===== config.mk =====
export PLATFORM = sky130hd
export DESIGN_NAME = tensor_wb_stage
export DESIGN_NICKNAME = d
export VERILOG_FILES = /design/src/rtl/tensor_pkg.sv /design/src/rtl/tensor_wb_fifo.sv /design/src/rtl/tensor_wb_stage.sv
export SDC_FILE = /design/constraint.sdc
export NUM_CORES = 1
export LEC_CHECK = 0
export BUFFER_PORTS_ARGS = -buffer_cell sky130_fd_sc_hd__buf_2
export CORE_MARGIN = 1.5
export CORE_UTILIZATION = 53
export DETAILED_ROUTE_END_ITERATION = 12
export HOLD_SLACK_MARGIN = 0.1
export PLACE_DENSITY_LB_ADDON = 0.05
export SETUP_SLACK_MARGIN = 0.15
export SYNTH_ARGS = -nofsm -noshare
export SYNTH_HDL_FRONTEND = slang
export SYNTH_SLANG_ARGS = --single-unit

===== constraint.sdc =====
create_clock -name clk -period 23.1 [get_ports clk]
set_input_delay 4.62 -clock clk [delete_from_list [all_inputs] [get_ports clk]]
set_output_delay 4.62 -clock clk [all_outputs]
set_load 0.01 [all_outputs]

===== src/rtl/tensor_pkg.sv =====
// tensor_pkg: shared tensor-core writeback types, default geometry and width helpers.
package tensor_pkg;
  localparam int DEF_THREADS = 4;
  localparam int DEF_XLEN = 32;
  localparam int DEF_WARPS = 8;
  localparam int DEF_REGS = 32;
  localparam int DEF_WB_LANES = 4;
  function automatic int clog2_min1(input int n);
    return (n > 1) ? $clog2(n) : 1;
  endfunction
  localparam int WW = clog2_min1(DEF_WARPS);
  localparam int RW = $clog2(DEF_REGS);
  localparam int BW = clog2_min1(DEF_THREADS / DEF_WB_LANES);
  typedef struct packed {
    logic [WW-1:0] wid;
    logic [RW-1:0] rd;
    logic [DEF_THREADS-1:0] tmask;
    logic [DEF_THREADS*DEF_XLEN-1:0] data;
  } wb_entry_t;
  typedef logic [BW-1:0] wb_beat_t;
endpackage


===== src/rtl/tensor_wb_fifo.sv =====
// tensor_wb_fifo: circular buffer of entries with push/pop and full/empty flags.
module tensor_wb_fifo
  import tensor_pkg::*;
#(
  parameter type T = wb_entry_t,
  parameter int DEPTH = 2
) (
  input  logic clk,
  input  logic reset,
  input  logic push,
  input  logic pop,
  input  T     wdata,
  output T     rdata,
  output logic full,
  output logic empty
);
  localparam int PW = clog2_min1(DEPTH);
  localparam int CW = $clog2(DEPTH + 1);
  T mem [DEPTH];
  logic [PW-1:0] wptr, rptr;
  logic [CW-1:0] count;
  logic do_push, do_pop;
  // wrap explicitly so non-power-of-2 depths never index past the last slot
  function automatic logic [PW-1:0] nxt(input logic [PW-1:0] p);
    return (p == PW'(DEPTH - 1)) ? '0 : p + 1'b1;
  endfunction
  assign do_push = push && !full;
  assign do_pop = pop && !empty;
  assign full = count == CW'(DEPTH);
  assign empty = count == '0;
  assign rdata = mem[rptr];
  always_ff @(posedge clk) begin
    if (reset) begin
      wptr <= '0;
      rptr <= '0;
      count <= '0;
    end else begin
      if (do_push) wptr <= nxt(wptr);
      if (do_pop) rptr <= nxt(rptr);
      count <= count + CW'(do_push) - CW'(do_pop);
    end
  end
  always_ff @(posedge clk) if (do_push) mem[wptr] <= wdata;
endmodule


===== src/rtl/tensor_wb_stage.sv =====
// tensor_wb_stage: buffers tensor results and serialises them into writeback beats,
// tracking per-warp pending results for issue stalls.
module tensor_wb_stage
  import tensor_pkg::*;
#(
  parameter int NUM_THREADS = DEF_THREADS,
  parameter int XLEN = DEF_XLEN,
  parameter int NUM_WARPS = DEF_WARPS,
  parameter int NUM_REGS = DEF_REGS,
  parameter int DEPTH = 2,
  parameter int WB_LANES = DEF_WB_LANES,
  localparam int NUM_BEATS = NUM_THREADS / WB_LANES,
  localparam int WID_W = clog2_min1(NUM_WARPS),
  localparam int RD_W = $clog2(NUM_REGS),
  localparam int BEAT_W = clog2_min1(NUM_BEATS)
) (
  input  logic                        clk,
  input  logic                        reset,
  input  logic                        in_valid,
  output logic                        in_ready,
  input  logic [WID_W-1:0]            in_wid,
  input  logic [RD_W-1:0]             in_rd,
  input  logic [NUM_THREADS-1:0]      in_tmask,
  input  logic [NUM_THREADS*XLEN-1:0] in_data,
  output logic                        out_valid,
  input  logic                        out_ready,
  output logic [WID_W-1:0]            out_wid,
  output logic [RD_W-1:0]             out_rd,
  output logic [WB_LANES-1:0]         out_tmask,
  output logic [WB_LANES*XLEN-1:0]    out_data,
  output logic [BEAT_W-1:0]           out_beat,
  output logic                        out_eop,
  output logic [NUM_WARPS-1:0]        warp_busy
);
  localparam int CW = $clog2(DEPTH + 1);
  localparam int SW = WB_LANES * XLEN;
  typedef struct packed {
    logic [WID_W-1:0] wid;
    logic [RD_W-1:0] rd;
    logic [NUM_THREADS-1:0] tmask;
    logic [NUM_THREADS*XLEN-1:0] data;
  } entry_t;
  if (NUM_THREADS % WB_LANES != 0) begin : g_bad_lanes
    $error("NUM_THREADS must be a multiple of WB_LANES");
  end
  entry_t wdata, head;
  logic full, empty, push, fire, last, pop;
  logic [BEAT_W-1:0] beat;
  assign wdata = {in_wid, in_rd, in_tmask, in_data};
  assign in_ready = !full;
  // all-zero masks are acknowledged but never stored
  assign push = in_valid && in_ready && |in_tmask;
  assign fire = out_valid && out_ready;
  assign last = beat == BEAT_W'(NUM_BEATS - 1);
  assign pop = fire && last;
  tensor_wb_fifo #(.T(entry_t), .DEPTH(DEPTH)) u_fifo (
    .clk(clk),
    .reset(reset),
    .push(push),
    .pop(pop),
    .wdata(wdata),
    .rdata(head),
    .full(full),
    .empty(empty)
  );
  always_ff @(posedge clk) begin
    if (reset || pop) beat <= '0;
    else if (fire) beat <= beat + 1'b1;
  end
  for (genvar w = 0; w < NUM_WARPS; w++) begin : g_busy
    logic [CW-1:0] cnt;
    always_ff @(posedge clk) begin
      if (reset) cnt <= '0;
      else cnt <= cnt + CW'(push && in_wid == WID_W'(w)) - CW'(pop && head.wid == WID_W'(w));
    end
    assign warp_busy[w] = cnt != '0;
  end
  assign out_valid = !empty;
  always_comb begin
    out_wid = out_valid ? head.wid : '0;
    out_rd = out_valid ? head.rd : '0;
    out_tmask = out_valid ? head.tmask[beat*WB_LANES +: WB_LANES] : '0;
    out_data = out_valid ? head.data[beat*SW +: SW] : '0;
    out_beat = out_valid ? beat : '0;
    out_eop = out_valid && last;
  end
endmodule


* Word-level counts from Yosys, hierarchy flattened
Memory sizes are Yosys's and may differ from the RTL's. A register that Yosys moved wholly into a read port is not among the register bits.
Index checks and enable logic that the tools add are counted.
** Storage, ports and cells
- Register bits after elaboration :: 21
- Latch bits :: 0
- Bits in writable memories :: 280
- ROM bits :: 0
- Output and inout bits :: 152
- Word-level logic and storage cells :: 101
- Memories kept :: 1
** Memory list
- u_fifo.mem :: depth 2, width 140, rd ports 1, clocked after memory_dff 1, wr ports 1, line tensor_wb_fifo.sv:19 : T mem [DEPTH];
** Cells by class
- Add/sub/neg operators :: 21
- $mul :: 0
- Divide/modulo/power cells :: 0
- Magnitude comparators :: 0
- Equal/unequal tests :: 15
- Shift operators :: 2
- Muxes and demuxes :: 11
- Bitwise operators :: 1
- Reduce and logical (&&, ||, !) cells :: 38
** Operators with widths (number)
- $mux 128 :: 1
- $shiftx 128x9->128 :: 1
- $eq 3x3->1 const B :: 8
- $logic_and 1x1->1 :: 23
- $add 2x1->2 :: 9
- $sub 2x1->2 :: 9
- $reduce_bool 2->1 :: 8
- $eq 3x2->1 const B :: 4
- $mux 1 :: 7
- $eq 3x1->1 const B :: 2
- $logic_not 3->1 :: 2
- $mux 5 :: 1
- $mux 4 :: 1
- $reduce_or 4->1 :: 1
- $shiftx 4x4->4 :: 1
- $add 1x1->1 const B :: 3
- $mux 3 :: 1
- $eq 2x2->1 const B :: 1
- $logic_not 1->1 :: 2
- $logic_not 2->1 :: 1
- $logic_or 1x1->1 :: 1
- $not 1->1 :: 1

* Depth between registers and ports, before layout
- Depth in word-level cells :: 7
- Mapped depth :: 11

* Modules after synthesis
A second synthesis with hierarchy kept.
** Second synthesis, totals
- Cell total of the unflattened synthesis :: 729
- Area, all modules :: 12801.0 µm²
** By module, submodules not included
- tensor_wb_fifo :: times used 1, cells each 463, area each 10751.6 µm²
- tensor_wb_stage :: times used 1, cells each 266, area each 2049.5 µm²

* Least setup slack after synthesis
OpenSTA, ideal clock, no wires.
- Path kind :: input to register
- Start point :: in in_valid
- End point :: mem u_fifo.mem[0][0] (netlist bit) (enable)
- Setup time :: 983 ps
- Data arrival time :: 17965 ps
- Slack :: 4153 ps
- Stages :: 2
- Path buffers :: 0
- Path through :: inv_1 nor4_1
** Between the ends
- Longest elaborated chain between the ends :: 5
** Ends and longest elaborated chain
- start, declared :: line tensor_wb_stage.sv:19 : input logic in_valid,
- $logic_and 1x1->1 (2 in a row) :: line tensor_wb_stage.sv:52 : assign push = in_valid && in_ready && |in_tmask;
- $logic_and 1x1->1 :: line tensor_wb_fifo.sv:27 : assign do_push = push && !full;
- $mux 1 :: line tensor_wb_fifo.sv:43 : always_ff @(posedge clk) if (do_push) mem[wptr] <= wdata;
- $mux 1 (not written as such) :: line tensor_wb_fifo.sv:43
- end, declared :: line tensor_wb_fifo.sv:19
Every way passes these cells.

==> flow_summary.ini <==
[die]
ioPinCount = 296
die_w_um = 153
coreArea_um2 = 21900
fp.dieH_um = 153
die-area_um2 = 23300
start_util = 0.542
rows = 54

[sta]
post-route-period-util = 0.358
clock-skew-final_ns = 0.0213
slew_headroom = 0.259
rsz0062_at_grt = no
layout_min_cycle_time_ns = 8.28
hold_viol_final = 0
clock.fmax_mhz = 121
worst_slew_pin_slew_ns = 1.11
timing.final.ws_setup_ns = 14.82
setup_violations = 0
fin_setup_tns_ns = 0
maxSlewViolCount = 0

[worst_setup_path]
cp_max_fo = 62
cp_slowest_cell = buf_4
r2r_start = u_fifo.count[1]$_SDFF_PP0_
r2r_cells = 4
crit_buf_inv = 3
crit_arrival_ns = 3.66
r2r_end = u_fifo.mem[1][130]$_DFFE_PP_
max_stage_delay_ns = 0.95
crit_top_cell = buf_4
cp-start-kind = flop
reg2reg_slack_ns = 20.01
required_ns = 18.48
crit_family = buffers and inverters
endpoint_kind = output port
crit_chain = buf_4, buf_4, mux2i_1, nor2_1, buf_2
critPathKind = flop to output port

[finish]
drive_gt1_frac = 0.342
final_cell_mix = buf_2, edfxtp_1, nor2_1, mux2i_1, clkbuf_16
layout.cells.non_filler = 1351
synthToLayoutAreaGrowth_pct = 22.5
nets = 1207
final_common_cell = buf_2

[cts]
cts_resized = 0
path_clk_slew_ns = 0.06
cts_hold_buf = 0
insertion_delay_ns = 0.55
cts_tree = built
cts_setup_buffers = 0
cts-root-buf = clkbuf_16
cts_sinks = 302
clk_path_buf_depth = 3
cts_made_buffers = 31
h-tree-depth = 1

[logic_synthesis]
ys_ff_latch = 302
synth_mux_area_frac = 0.119
synth-compound-area-share = 0.00517
synth_area_um2 = 11900
synth_xor_xnor_area_share = 0.0125
synth.avg_cell_area_um2 = 15.9
ys_warn_count = 0
ys_types = 34
syn_inst = 744
synthAdderAreaFrac = 0.0190
yosysSeqAreaShare = 0.746
synth_top_family_by_area = multiplexers
synth-simple-area-share = 0.0765
syn_nets = 906

[global_route]
top_usage_layer = met2
antenna_found_initial = 6
grt_max_degree = 79
overflow = 0
grt_pass1_wl_mm = 36.4
gr-usage-met3 = 0.0606
grt_pass1_vias = 6947
use_met1 = 0.251
gr-usage-all-layers = 0.198
grtUsageMet2 = 0.322

[placement]
hpwlAfterDp_mm = 15.0
dp_slack_ns = 15.38
post-place-cells = 1292
io_buffers = 295
gp_congestion = 0.760

[power_and_ir_drop]
vdd_drop_max_v = 0.0000759
power_mw = 1.64
powerDensity_nw_per_um2 = 113
leakage_nw = 5.79

[drt]
postRouteAntennaNets = 0
routed-via-count = 6940
drt_wl_total_mm = 23.8
drt_pass1_iterations = 4
drc = 0
vias_per_cell = 5.14
drt_iter0_drc = 370
wl_per_cell_um = 17.6

[hold_path]
hold_depth = 2
min_from = beat$_SDFFE_PP0N_
hp-class = flop to flop
min_to = beat$_SDFFE_PP0N_

[outcome]
outcome = complete, no violations

[flow_run]
drv_cap = 0
-- worst register-to-register path, delay by kind of cell (launching register included) --
kind / cells / cell delay (ns)
AND/OR/NAND/NOR: 3 / 1.29
buffers and inverters: 1 / 1.02
flip-flops: 1 / 0.36
-- Yosys cell counts, drive strengths merged --
cell type	n	share of area
mux2i	139	0.12
dfxtp	22	0.037
nand2b	2	0.0011
or2	8	0.0042
a21oi	5	0.0021
nor4	3	0.0034
a32oi	1	0.00074
nor2b	13	0.0071
inv	16	0.0051
nand3	5	0.0021
xor2	9	0.0066
xnor2	8	0.0059
mux2	1	0.0013
nor3	3	0.0022
or3	2	0.0011
nand2	4	0.0013
o21bai	1	0.00063
ha	18	0.019
edfxtp	280	0.71
a31oi	1	0.00053
nor2	162	0.051
clkbuf	4	0.0013
and2	3	0.0016
o21ai	1	0.00042
and3b	1	0.00074
nand4	1	0.00053
o22a	1	0.00074
buf	30	0.016
-- logic make-up (layout without fill, tap and decap cells) --
family | Yosys count | in the layout
AO/OA/AOI/OAI | 10 | 10
buffers and inverters | 50 | 374
XOR/XNOR | 17 | 17
multiplexers | 140 | 140
AND/OR/NAND/NOR | 207 | 207
flip-flops | 302 | 302
other | 0 | 3
adder cells (fa/ha/maj) | 18 | 18
-- area by class of cell --
type,instances,area (um^2)
multi-input cells,392,2770
diodes,3,7.51
fillers,1640,7350
inverters,16,60.1
clock inverters,11,81.3
well taps,280,350
repair buffers,302,1530
flip-flops and latches,302,8850
clock buffers,45,888
-- how the worst max path moves through the flow --
stage,start,to,cells after the start
after floorplan,in_valid,u_fifo.mem[0][0]$_DFFE_PP_,2
after global placement,flop,out_data[75],5
after detailed placement,flop,out_data[78],5
after CTS,flop,out_data[78],5
after global routing,flop,out_data[81],5
final,flop,out_data[78],5
-- registers in the layout, indices dropped and copies added (netlist names), named ones only --
register / flops
u_fifo.wptr: 1
u_fifo.count: 2
beat: 1
u_fifo.rptr: 1
g_busy.cnt: 16
u_fifo.mem: 280
-- layer usage --
metal  up-vias  wire length (um)
met1      3310              9730
li1       3312                 -
met5         -                26
met3        51              2010
met2       263             11200
met4         4               803
-- metrics by stage --
step / util / instance area (um^2) / hold slack, ns
after floorplan: - / 11900 / 0.431
after global placement: 0.619 / 13600 / 0.481
after detailed placement: 0.619 / 13600 / 0.486
after CTS: 0.664 / 14500 / 0.500
after global routing: 0.664 / 14500 / 0.514
final: 0.664 / 14500 / 0.490
-- power by group --
part	switching (mW)	total [mW]	internal, mW
combinational	0.279	0.450	0.171
sequential	0.0292	0.722	0.693
clock	0.193	0.468	0.276
No activity file was read; power rests on OpenSTA's default activity.
